<file path="config.mk">
export PLATFORM = sky130hd
export DESIGN_NAME = rt_ctx_switch_ctrl
export DESIGN_NICKNAME = d
export VERILOG_FILES = /design/src/rtl/rt_ctx_pkg.sv /design/src/rtl/rt_ctx_addr_gen.sv /design/src/rtl/rt_ctx_switch_ctrl.sv
export SDC_FILE = /design/constraint.sdc
export NUM_CORES = 1
export LEC_CHECK = 0
export BUFFER_PORTS_ARGS = -buffer_cell sky130_fd_sc_hd__clkbuf_2
export CAP_MARGIN = 20
export CORE_AREA = 2 2 245 247
export CTS_CLUSTER_DIAMETER = 50
export CTS_CLUSTER_SIZE = 25
export DETAILED_ROUTE_END_ITERATION = 8
export DIE_AREA = 0 0 247 249
export HOLD_SLACK_MARGIN = 0.05
export SLEW_MARGIN = 30
export SYNTH_ARGS = -nofsm -noshare
export SYNTH_HDL_FRONTEND = slang
export SYNTH_SLANG_ARGS = --single-unit
</file>
<file path="constraint.sdc">
create_clock -name clk -period 2.5 [get_ports clk]
set_input_delay 0.5 -clock clk [delete_from_list [all_inputs] [get_ports clk]]
set_output_delay 0.5 -clock clk [all_outputs]
set_load 0.005 [all_outputs]
</file>
<file path="src/rtl/rt_ctx_pkg.sv">
// rt_ctx_pkg: shared FSM states and context-layout constants for the context-switch sequencer
package rt_ctx_pkg;
    typedef enum logic [2:0] {IDLE, SAVE, RESTORE_REQ, RESTORE_WAIT, DONE} state_t;
    localparam int NUM_SREG   = 32;
    localparam int NUM_VREG   = 16;
    localparam int CTX_WORDS  = 48;
    localparam int CTX_STRIDE = 64;
endpackage

</file>
<file path="src/rtl/rt_ctx_addr_gen.sv">
// rt_ctx_addr_gen: register index counter with scalar/vector decode and context-memory address
module rt_ctx_addr_gen
    import rt_ctx_pkg::*;
#(
    parameter int MEM_AW   = 16,
    parameter int TID_W    = 3,
    parameter int CTX_BASE = 0
) (
    input  logic              clk,
    input  logic              rst,
    input  logic              inc,
    input  logic [TID_W-1:0]  tid,
    output logic              last,
    output logic              is_vec,
    output logic [4:0]        sreg,
    output logic [3:0]        vreg,
    output logic [MEM_AW-1:0] addr
);
    logic [5:0] idx;
    always_ff @(posedge clk or posedge rst)
        if (rst) idx <= '0;
        else if (inc) idx <= last ? '0 : idx + 6'd1;
    assign last   = idx == 6'(CTX_WORDS - 1);
    assign is_vec = idx >= 6'(NUM_SREG);
    assign sreg   = idx[4:0];
    assign vreg   = idx[3:0];
    assign addr   = MEM_AW'(CTX_BASE + int'(tid) * CTX_STRIDE + int'(idx));
endmodule

</file>
<file path="src/rtl/rt_ctx_switch_ctrl.sv">
// rt_ctx_switch_ctrl: saves/restores 32 scalar + 16 vector registers of an RT core on a thread switch
// CTX_SWITCH_PERF_EN adds a saturating ctx_cycles switch-duration counter
module rt_ctx_switch_ctrl
    import rt_ctx_pkg::*;
#(
    parameter int MEM_AW   = 16,
    parameter int TID_W    = 3,
    parameter int CTX_BASE = 0
) (
    input  logic              clk,
    input  logic              rst,
    input  logic              context_switch,
    input  logic              end_program,
    input  logic [TID_W-1:0]  cur_tid,
    input  logic [TID_W-1:0]  next_tid,
    input  logic              next_valid,
    output logic              kernel_mode,
    output logic              switch_done,
    output logic              pd_scalar_wen,
    output logic [4:0]        pd_scalar_wb_address,
    output logic [31:0]       pd_scalar_wb_data,
    output logic              pd_vector_wen,
    output logic [3:0]        pd_vector_wb_address,
    output logic [127:0]      pd_vector_wb_data,
    output logic [4:0]        pd_scalar_read_address1,
    output logic [3:0]        pd_vector_read_address1,
    input  logic [31:0]       pd_scalar_read1,
    input  logic [127:0]      pd_vector_read1,
    output logic              mem_req,
    output logic              mem_we,
    output logic [MEM_AW-1:0] mem_addr,
    output logic [127:0]      mem_wdata,
    input  logic              mem_gnt,
    input  logic              mem_rvalid,
    input  logic [127:0]      mem_rdata
`ifdef CTX_SWITCH_PERF_EN
    ,
    output logic [15:0]       ctx_cycles
`endif
);
    state_t state, nxt;
    logic [TID_W-1:0]  cur_q, nxt_tid_q;
    logic              ign_q, is_vec, last, inc, wr;
    logic [4:0]        sreg;
    logic [3:0]        vreg;
    logic [MEM_AW-1:0] addr;

    rt_ctx_addr_gen #(.MEM_AW(MEM_AW), .TID_W(TID_W), .CTX_BASE(CTX_BASE)) u_addr_gen (
        .clk    (clk),
        .rst    (rst),
        .inc    (inc),
        .tid    (state == SAVE ? cur_q : nxt_tid_q),
        .last   (last),
        .is_vec (is_vec),
        .sreg   (sreg),
        .vreg   (vreg),
        .addr   (addr)
    );

    // thread ids keep tracking the inputs while idle, so they freeze on the leaving edge
    always_ff @(posedge clk or posedge rst)
        if (rst) begin
            state     <= IDLE;
            cur_q     <= '0;
            nxt_tid_q <= '0;
            ign_q     <= 1'b0;
        end else begin
            state <= nxt;
            ign_q <= state == IDLE && end_program && !next_valid;
            if (state == IDLE) begin
                cur_q     <= cur_tid;
                nxt_tid_q <= next_tid;
            end
        end

    always_comb begin
        nxt = state;
        case (state)
            IDLE:         nxt = end_program ? (next_valid ? RESTORE_REQ : IDLE) : context_switch ? SAVE : IDLE;
            SAVE:         nxt = mem_gnt && last ? (next_valid ? RESTORE_REQ : DONE) : SAVE;
            RESTORE_REQ:  nxt = mem_gnt ? RESTORE_WAIT : RESTORE_REQ;
            RESTORE_WAIT: nxt = mem_rvalid ? (last ? DONE : RESTORE_REQ) : RESTORE_WAIT;
            default:      nxt = IDLE;
        endcase
    end

    always_comb begin
        kernel_mode             = state != IDLE;
        switch_done             = state == DONE || ign_q;
        mem_req                 = state == SAVE || state == RESTORE_REQ;
        mem_we                  = state == SAVE;
        mem_addr                = mem_req ? addr : '0;
        mem_wdata               = !mem_we ? '0 : is_vec ? pd_vector_read1 : {96'b0, pd_scalar_read1};
        wr                      = state == RESTORE_WAIT && mem_rvalid;
        inc                     = (mem_we && mem_gnt) || wr;
        pd_scalar_read_address1 = mem_we && !is_vec ? sreg : '0;
        pd_vector_read_address1 = mem_we && is_vec ? vreg : '0;
        pd_scalar_wen           = wr && !is_vec;
        pd_vector_wen           = wr && is_vec;
        pd_scalar_wb_address    = pd_scalar_wen ? sreg : '0;
        pd_scalar_wb_data       = pd_scalar_wen ? mem_rdata[31:0] : '0;
        pd_vector_wb_address    = pd_vector_wen ? vreg : '0;
        pd_vector_wb_data       = pd_vector_wen ? mem_rdata : '0;
    end

`ifdef CTX_SWITCH_PERF_EN
    always_ff @(posedge clk or posedge rst)
        if (rst) ctx_cycles <= '0;
        else if (state == IDLE && nxt != IDLE) ctx_cycles <= '0;
        else if (state != IDLE && ctx_cycles != 16'hFFFF) ctx_cycles <= ctx_cycles + 16'd1;
`endif
endmodule

</file>
==> results.cfg, run 1 <==
[final_layout]
multiInputGateArea_sq_mm = 0.00273
fillers = 6801
seq_area_sq_um = 402
final_common_cell = clkbuf_2
finalNetCount = 1393
syn_to_final_growth_pct = 126
layoutNonFillerInstCount = 1868
final_area_sq_mm = 0.00766
final_cell_mix = 621 x clkbuf_2, 264 x and2_1, 37 x nor2_1, 36 x mux2i_1, 15 x dfrtp_1
layout-drive-gt1-share_pct = 61.2

[cts]
cts-root-buf = clkbuf_16
cts_buffers = 3
cts_sinks = 16
ctsHoldBuffers = 0
cts_max_path_buffers = 2
clkSlewWorstSetupHoldPaths_ps = 50
clk_latency_ps = 250
cts_tree = done
cts_max_level = 1

[global_route]
antenna_found_initial = 13
grt.overflow.total = 0
first_global_vias = 5113
grt_first_pass_wirelength_mm = 32.6
grt_max_degree = 98
gr-usage-all-layers_pct = 7.25

[sta]
hold_viol = 0
post-route-period-util_pct = 96.0
skew_ps = 0.577
slew_viol_final = 0
setup_violations = 0
setup_ws_ps = 98.9
max_freq_mhz = 416
period_minus_slack_ps = 2400
worst_pin_slew_ps = 904
holdWs_ps = 324
slew_headroom_pct = 39.7

[critical_path]
path_class = register to output pin
endpoint_kind = output pin
cp.required_ps = 2000
crit_fanout = 29
slowest_delay_ps = 410
crit_buf_inv = 3
reg2regPathDepth = 3
cp.depth = 6
crit_chain = nand2b_2 > nor3_4 > buf_4 > bufbuf_16 > and2_1 > clkbuf_2
cp-start-kind = register
critPathTopFamily = simple AND/OR/NAND/NOR gates
crit_slowest_cell = dfrtp_1
crit_arrival_ps = 1900

[power]
power_mw = 4.67
cellLeakagePower_nw = 4.54
power.density_mw_per_mm2 = 609
vdd_drop_max_uv = 358

[floorplanning]
design.core.area_sq_mm = 0.0587
num_io_pins = 629
die_y_um = 249
dieArea_sq_mm = 0.0615
start_util_pct = 5.77
fp-row-count = 89
die_x_um = 247

[synthesis]
async_flop_share_pct = 100
avgSynthCellArea_sq_um = 7.01
synth_cell_types = 38
synth_area_sq_mm = 0.00338
ys.flop_type = dfrtp_1
yosys_register_bits = 16
postSynthCellCount = 483
synth_warnings = 0
synth_edf_count = 0
ys_seq_area_share_pct = 11.8

[place]
globalplace.congestion = 0.829
pre_cts_slack_ps = 186
port_buffers = 621
place_inst = 1852
dpl_cell_area_sq_mm = 0.00742
place.detailed.hpwl_mm = 22.0

[routing]
drt-vias-per-instance = 2.96
routed_wl_mm = 25.7
vias = 5531
first_pass_iters = 4
ant_nets = 0
drcViolationCount = 0
drt_iter0_markers = 156
routedWlPerCell_um = 13.8

[worst_hold_path]
hp-class = input port to async pin

[job]
drv_cap = 0

[run_status]
status = finished clean
[layout make-up]
type	count	area share [%]
Clock buffer	4	1.03
Timing Repair Buffer	645	45.0
Multi-Input combinational cell	416	35.6
Tap cell	773	12.6
Antenna cell	6	0.196
Inverter	8	0.392
Sequential cell	16	5.24
[cell families after synthesis]
group | count (synthesis) | share of synthesized area, %
AND/OR/NAND/NOR | 347 | 61.0
buffers and inverters | 57 | 9.02
multiplexers | 45 | 13.6
flip-flops | 16 | 11.8
AO/OA/AOI/OAI | 13 | 3.14
adder cells (fa/ha/maj) | 2 | 0.739
XOR/XNOR | 2 | 0.518
other | 1 | 0.111
[power by group]
| part | total [mW] | switching, mW | internal, mW |
|---|---|---|---|
| combinational | 3.82 | 1.96 | 1.86 |
| clock | 0.322 | 0.105 | 0.216 |
| sequential | 0.529 | 0.157 | 0.372 |
[repair_timing]
item                                    CTS  global route
gates cloned                              1             3
setup buffers                             1             1
gates resized for setup                   1             6
endpoints found under the setup margin    1           161
pin swaps                                 1             1
[through the flow]
step | util, % | setup TNS, ps
after floorplan | - | 0
after global placement | 12.6 | 0
after detailed placement | 12.6 | 0
after CTS | 12.8 | 0
after global routing | 13.1 | -1.15
final | 13.1 | 0
[synth_stat cells (2+ instances only)]
library cell / instances / share of area, %
a2111oi_0: 2 / 0.52
a21o_1: 2 / 0.44
a41oi_1: 2 / 0.52
and2_1: 264 / 49
and3_1: 2 / 0.37
buf_1: 5 / 0.55
buf_2: 13 / 1.9
buf_4: 10 / 2.2
buf_6: 4 / 1.3
clkbuf_1: 11 / 1.2
clkbuf_2: 6 / 0.89
dfrtp_1: 16 / 12
ha_1: 2 / 0.74
inv_1: 7 / 0.78
mux2_2: 9 / 3.0
mux2i_1: 36 / 11
nand2_1: 5 / 0.55
nand2b_1: 4 / 0.74
nand3_1: 4 / 0.59
nor2_1: 37 / 4.1
nor2b_1: 2 / 0.37
nor3_1: 16 / 2.4
nor4_1: 8 / 1.5
xnor2_1: 2 / 0.52
[routing by layer]
| layer | vias up | track usage (%) | routed length (um) |
|---|---|---|---|
| li1 | 2736 | - | - |
| met1 | 2410 | 6.92 | 8910 |
| met2 | 347 | 14.2 | 13200 |
| met3 | 24 | 3.00 | 3160 |
| met4 | 14 | 1.58 | 327 |
| met5 | - | 0 | 80 |
[flip-flops by register name (all words and copies together), names as in the netlist]
| name | flops |
|---|---|
| cur_q | 3 |
| state | 3 |
| nxt_tid_q | 3 |
| u_addr_gen.idx | 6 |
| ign_q | 1 |
[worst paths after layout]
| path | slack, ps | endpoint | start |
|---|---|---|---|
| max | 100 | pd_vector_wb_data[117] | state[2]$_DFF_PP0_ |
| min in group clk | 480 | cur_q[0]$_DFFE_PP0P_ | cur_tid[0] |
| max reg2reg | 720 | u_addr_gen.idx[0]$_DFFE_PP0P_ | u_addr_gen.idx[4]$_DFFE_PP0P_ |
| min | 320 | nxt_tid_q[0]$_DFFE_PP0P_ | rst |
| max in group asynchronous | 1700 | u_addr_gen.idx[5]$_DFFE_PP0P_ | rst |
| min reg2reg | 510 | cur_q[1]$_DFFE_PP0P_ | cur_q[1]$_DFFE_PP0P_ |
No activity file was read; power rests on OpenSTA's default activity.
==> inputs of run 2 (changes only) <==
--- a/config.mk
+++ b/config.mk
@@ -13,6 +13,7 @@
 export DETAILED_ROUTE_END_ITERATION = 8
 export DIE_AREA = 0 0 247 249
 export HOLD_SLACK_MARGIN = 0.05
+export REMOVE_ABC_BUFFERS = 1
 export SLEW_MARGIN = 30
 export SYNTH_ARGS = -nofsm -noshare
 export SYNTH_HDL_FRONTEND = slang
==> results.cfg, run 2 (synthesis results as in run 1) <==
[run_status]
status = finished clean

[final_layout]
final_area_sq_mm = 0.00773
largest_register = u_addr_gen.idx
final_cell_mix = 621 x clkbuf_2, 264 x and2_1, 37 x nor2_1, 36 x mux2i_1, 15 x dfrtp_1
finalNetCount = 1392
syn_to_final_growth_pct = 129
fillers = 6855
layout-drive-gt1-share_pct = 61.1
final_common_cell = clkbuf_2
largest_register_ff_count = 6

[power]
power.density_mw_per_mm2 = 606
power_mw = 4.68
cellLeakagePower_nw = 4.56
vdd_drop_max_uv = 474

[sta]
setup_violations = 0
period_minus_slack_ps = 2420
finalSetupTns_ps = 0
skew_ps = 7.08
max_freq_mhz = 413
rsz0062_at_grt = yes
slew_headroom_pct = 55.1
post-route-period-util_pct = 96.7
slew_viol_final = 0
worst_pin_slew_ps = 669
hold_viol = 0

[cts]
cts_tree = done
ctsHoldBuffers = 0
cts_buffers = 3
clk_latency_ps = 250
clkSlewWorstSetupHoldPaths_ps = 60
cts_max_level = 1
cts_max_path_buffers = 2
cts-root-buf = clkbuf_16
cts_sinks = 16

[place]
globalplace.congestion = 0.787
place.detailed.hpwl_mm = 33.2
port_buffers = 621
dpl_cell_area_sq_mm = 0.00739

[floorplanning]
die_y_um = 249
fp-row-count = 89
num_io_pins = 629
start_util_pct = 5.77
die_x_um = 247
dieArea_sq_mm = 0.0615
design.core.area_sq_mm = 0.0587

[critical_path]
crit_arrival_ps = 1920
crit_slowest_cell = dfrtp_1
r2r-start = state[0]$_DFF_PP0_
slowest_delay_ps = 390
crit_fanout = 17
cp-startpoint = state[2]$_DFF_PP0_
crit_chain = buf_6 > nand2b_4 > buf_4 > nor3_4 > buf_12 > clkbuf_16 > and2_1 > clkbuf_2
endpoint_kind = output pin
cp.required_ps = 2000
path_class = register to output pin
cp-start-kind = register

[routing]
routed_wl_mm = 37.3
ant_nets = 0
first_pass_iters = 4
drt_iter0_markers = 234
drcViolationCount = 0
routedWlPerCell_um = 19.9
vias = 5734
drt-vias-per-instance = 3.05

[worst_hold_path]
hp-class = input port to async pin

[global_route]
antenna_found_initial = 28
gr-usage-all-layers_pct = 11.1
busiest_layer = met2
grt.overflow.total = 0
first_global_vias = 5380
grt_util_met3_pct = 5.54
grt_use_met2_pct = 16.1
grt_first_pass_wirelength_mm = 45.9
met1_usage_pct = 14.8
grt_max_degree = 74

[job]
drv_cap = 0
-- run 2: cell count changes in the layout (fill, tap and decap cells not counted), sizes merged --
cell | before | now
diode | 6 | 19
buf | 20 | 19
-- run 2: layout make-up --
class / instances / area, sq um / share of cell area (%)
timing repair buffer: 644 / 3460 / 44.8
multi-input combinational: 416 / 2730 / 35.4
tap: 773 / 967 / 12.5
sequential: 16 / 402 / 5.19
clock buffer: 4 / 88.8 / 1.15
antenna: 19 / 47.5 / 0.615
inverter: 8 / 30.0 / 0.388
-- run 2: path summary, 6_finish.rpt --
check                                                     end  slack, ps  depth (start not counted)
min in group clk                              ign_q$_DFF_PP0_        460                          2
worst min register to register       nxt_tid_q[0]$_DFFE_PP0P_        500                          1
max in group asynchronous       u_addr_gen.idx[5]$_DFFE_PP0P_       1750                          2
worst min-delay path                          ign_q$_DFF_PP0_        300                          2
worst max-delay path                    pd_scalar_wb_data[30]         80                          8
worst max register to register             state[2]$_DFF_PP0_        700                          4
-- run 2: timing repair --
action / in CTS / in global routing
pin swaps: 1 / 1
endpoints found under the setup margin: 65 / 122
setup buffers: 1 / 3
gates cloned: 1 / 3
gates resized for setup: 4 / 4
-- run 2: power by group --
group / switching (mW) / internal (mW) / total [mW]
logic: 2.05 / 1.77 / 3.83
clock network: 0.111 / 0.244 / 0.354
registers: 0.131 / 0.372 / 0.504
total: 2.29 / 2.39 / 4.68
-- run 2: metal layers --
| metal | up-vias | share of wire [%] |
|---|---|---|
| met5 | - | 0.22 |
| met4 | 16 | 2.3 |
| li1 | 2753 | - |
| met2 | 373 | 39 |
| met3 | 47 | 13 |
| met1 | 2545 | 46 |
-- run 2: worst max-delay path: cells and delay by family, from the launching register on --
kind | cells | cell delay, ps
buffers and inverters | 5 | 820
AND/OR/NAND/NOR | 3 | 450
flip-flops | 1 | 390
-- run 2: per-stage QoR --
step / hold WS [ps] / util [%] / cells / setup slack (ps)
global route: 368 / 13.1 / 1862 / -19.6
floorplan: 414 / - / 440 / -4470
finish: 302 / 13.2 / 1880 / 81.5
global placement: 489 / 12.6 / 1849 / 193
detailed placement: 496 / 12.6 / 1849 / 163
CTS: 334 / 12.9 / 1855 / 13.6
==> inputs of run 3 (changes only) <==
--- a/config.mk
+++ b/config.mk
@@ -5,13 +5,14 @@
 export SDC_FILE = /design/constraint.sdc
 export NUM_CORES = 1
 export LEC_CHECK = 0
+export ABC_AREA = 1
 export BUFFER_PORTS_ARGS = -buffer_cell sky130_fd_sc_hd__clkbuf_2
 export CAP_MARGIN = 20
-export CORE_AREA = 2 2 245 247
+export CORE_AREA = 2 2 242 244
 export CTS_CLUSTER_DIAMETER = 50
 export CTS_CLUSTER_SIZE = 25
 export DETAILED_ROUTE_END_ITERATION = 8
-export DIE_AREA = 0 0 247 249
+export DIE_AREA = 0 0 244 246
 export HOLD_SLACK_MARGIN = 0.05
 export REMOVE_ABC_BUFFERS = 1
 export SLEW_MARGIN = 30
==> results.cfg, run 3 <==
[run_status]
status = finished clean

[routing]
drt-vias-per-instance = 3.05
drt_iter0_markers = 358
routedWlPerCell_um = 10.4
drcViolationCount = 0
ant_nets = 0
first_pass_iters = 5
vias = 6549
routed_wl_mm = 22.4

[place]
dpl_cell_area_sq_mm = 0.00752
place.detailed.hpwl_mm = 19.5
pre_cts_slack_ps = 288
globalplace.congestion = 0.875
port_buffers = 621

[synthesis]
synth.area.top_cells = nor2_1 31%, nand2_1 22%, inv_1 15%
ys.flop_type = dfrtp_1
synth.most_common_cell = nor2_1
synth_edf_count = 0
avgSynthCellArea_sq_um = 4.48
synth_warnings = 0
synth_cell_types = 22
synth.largest_area_cell = nor2_1
synth_top_area_share_pct = 30.8
synth_area_sq_mm = 0.00349
yosys_register_bits = 16
ys_seq_area_share_pct = 11.5
postSynthCellCount = 780
async_flop_share_pct = 100
yosys-top-cells-count = 286 x nor2_1, 209 x nand2_1, 144 x inv_1

[worst_hold_path]
hp-class = input port to async pin

[critical_path]
cp.required_ps = 2000
path_class = register to output pin
crit_fanout = 24
cp-startpoint = state[2]$_DFF_PP0_
reg2regPathDepth = 6
cp-start-kind = register
r2r-end = state[1]$_DFF_PP0_
crit_arrival_ps = 1930
r2r-start = u_addr_gen.idx[0]$_DFFE_PP0P_
endpoint_kind = output pin
slowest_delay_ps = 390
crit_slowest_cell = dfrtp_1
ff2ff_setup_slack_ps = 1000
crit_chain = inv_2 > nand4_1 > nor2_2 > inv_4 > buf_4 > nor2_1 > clkbuf_2
cp-endpoint = pd_vector_wb_data[114]

[cts]
clk_latency_ps = 250
cts_buffers = 3
post_cts_buffers = 0
cts_resized = 0
cts_sinks = 16
cts_tree = done
cts-root-buf = clkbuf_16
clkSlewWorstSetupHoldPaths_ps = 50
cts_max_path_buffers = 2
cts_max_level = 1
ctsHoldBuffers = 0

[power]
p_clk_share_pct = 11.7
pwr-share-seq_pct = 15.3
power_mw = 2.97
power.density_mw_per_mm2 = 391
pwr-share-comb_pct = 73.1
p_sw_mw = 1.54
p_int_mw = 1.43
cellLeakagePower_nw = 4.80
vdd_drop_max_uv = 489
switching_share_pct = 51.8

[sta]
post-route-period-util_pct = 97.2
slew_headroom_pct = 57.6
skew_ps = 0.940
setup_ws_ps = 70.5
finalSetupTns_ps = 0
rsz0062_at_grt = no
slew_viol_final = 0
worst_pin_slew_ps = 635
hold_viol = 0
max_freq_mhz = 412
period_minus_slack_ps = 2430
setup_violations = 0

[final_layout]
syn_to_final_growth_pct = 118
largest_register = u_addr_gen.idx
finalNetCount = 1683
largest_register_ff_count = 6
final_core_util_pct = 13.3
layout-drive-gt1-share_pct = 47.6
final_common_cell = clkbuf_2
final_area_sq_mm = 0.00761
final_cell_mix = 621 x clkbuf_2, 286 x nor2_1, 209 x nand2_1, 144 x inv_1, 37 x a21oi_1

[global_route]
grt.overflow.total = 0
antenna_found_initial = 2
grt_max_degree = 65
grt_first_pass_wirelength_mm = 31.3
first_global_vias = 5561
gr-usage-all-layers_pct = 6.47

[floorplanning]
num_io_pins = 629
fp-row-count = 88
die_x_um = 244
die_y_um = 246
dieArea_sq_mm = 0.0600
design.core.area_sq_mm = 0.0574
start_util_pct = 6.09

[job]
drv_cap = 0
-- run 3: stage by stage --
stage               hold WS [ps]  std cells
finish                       309       2146
CTS                          343       2144
global route                 366       2146
floorplan                    414        730
detailed placement           457       2140
global placement             454       2140
-- run 3: worst min-delay path by stage --
| stage | to | slack [ps] |
|---|---|---|
| 2_1_floorplan | cur_q[0]$_DFFE_PP0P_ | 410 |
| 3_3_place_gp | nxt_tid_q[1]$_DFFE_PP0P_ | 450 |
| 3_5_place_dp | cur_q[2]$_DFFE_PP0P_ | 460 |
| 4_1_cts | cur_q[1]$_DFFE_PP0P_ | 340 |
| 5_1_grt | cur_q[1]$_DFFE_PP0P_ | 370 |
| 6_report | cur_q[0]$_DFFE_PP0P_ | 310 |
-- run 3: final cells by class --
class                           count  area [sq um]
Inverter                          149           562
Multi-Input combinational cell    565          2240
Timing Repair Buffer              645          3350
Fill cell                        6727         49800
Sequential cell                    16           404
Antenna cell                        2          5.00
Clock buffer                        4          88.8
Tap cell                          765           957
-- run 3: worst max-delay path: cells and delay by family, from the launching register on --
family,cells,cell delay (ps)
buffers and inverters,4,680
AND/OR/NAND/NOR,3,570
flip-flops,1,390
-- run 3: cells by family after synthesis --
kind of cell	share of synthesized area [%]
simple gates	55.8
buf+inv	25.3
compound gates	6.42
flops	11.5
fa+ha+maj	0.717
xor+xnor	0.251
other cells	0.107
-- run 3: layer usage --
layer	up-vias	GRT usage, %	routed length, um
met5	-	0	0
met4	0	1.65	420
met1	2798	8.71	9660
li1	3402	-	-
met3	19	1.83	2200
met2	330	10.1	10100
-- run 3: power groups by stage --
stage	Combinational [mW]	Sequential, mW	Clock [mW]
global placement	2.19	0.449	0
floorplan	0.938	0.455	0
finish	2.17	0.454	0.347
detailed placement	2.18	0.457	0
CTS	2.19	0.454	0.355
global route	2.42	0.466	0.364
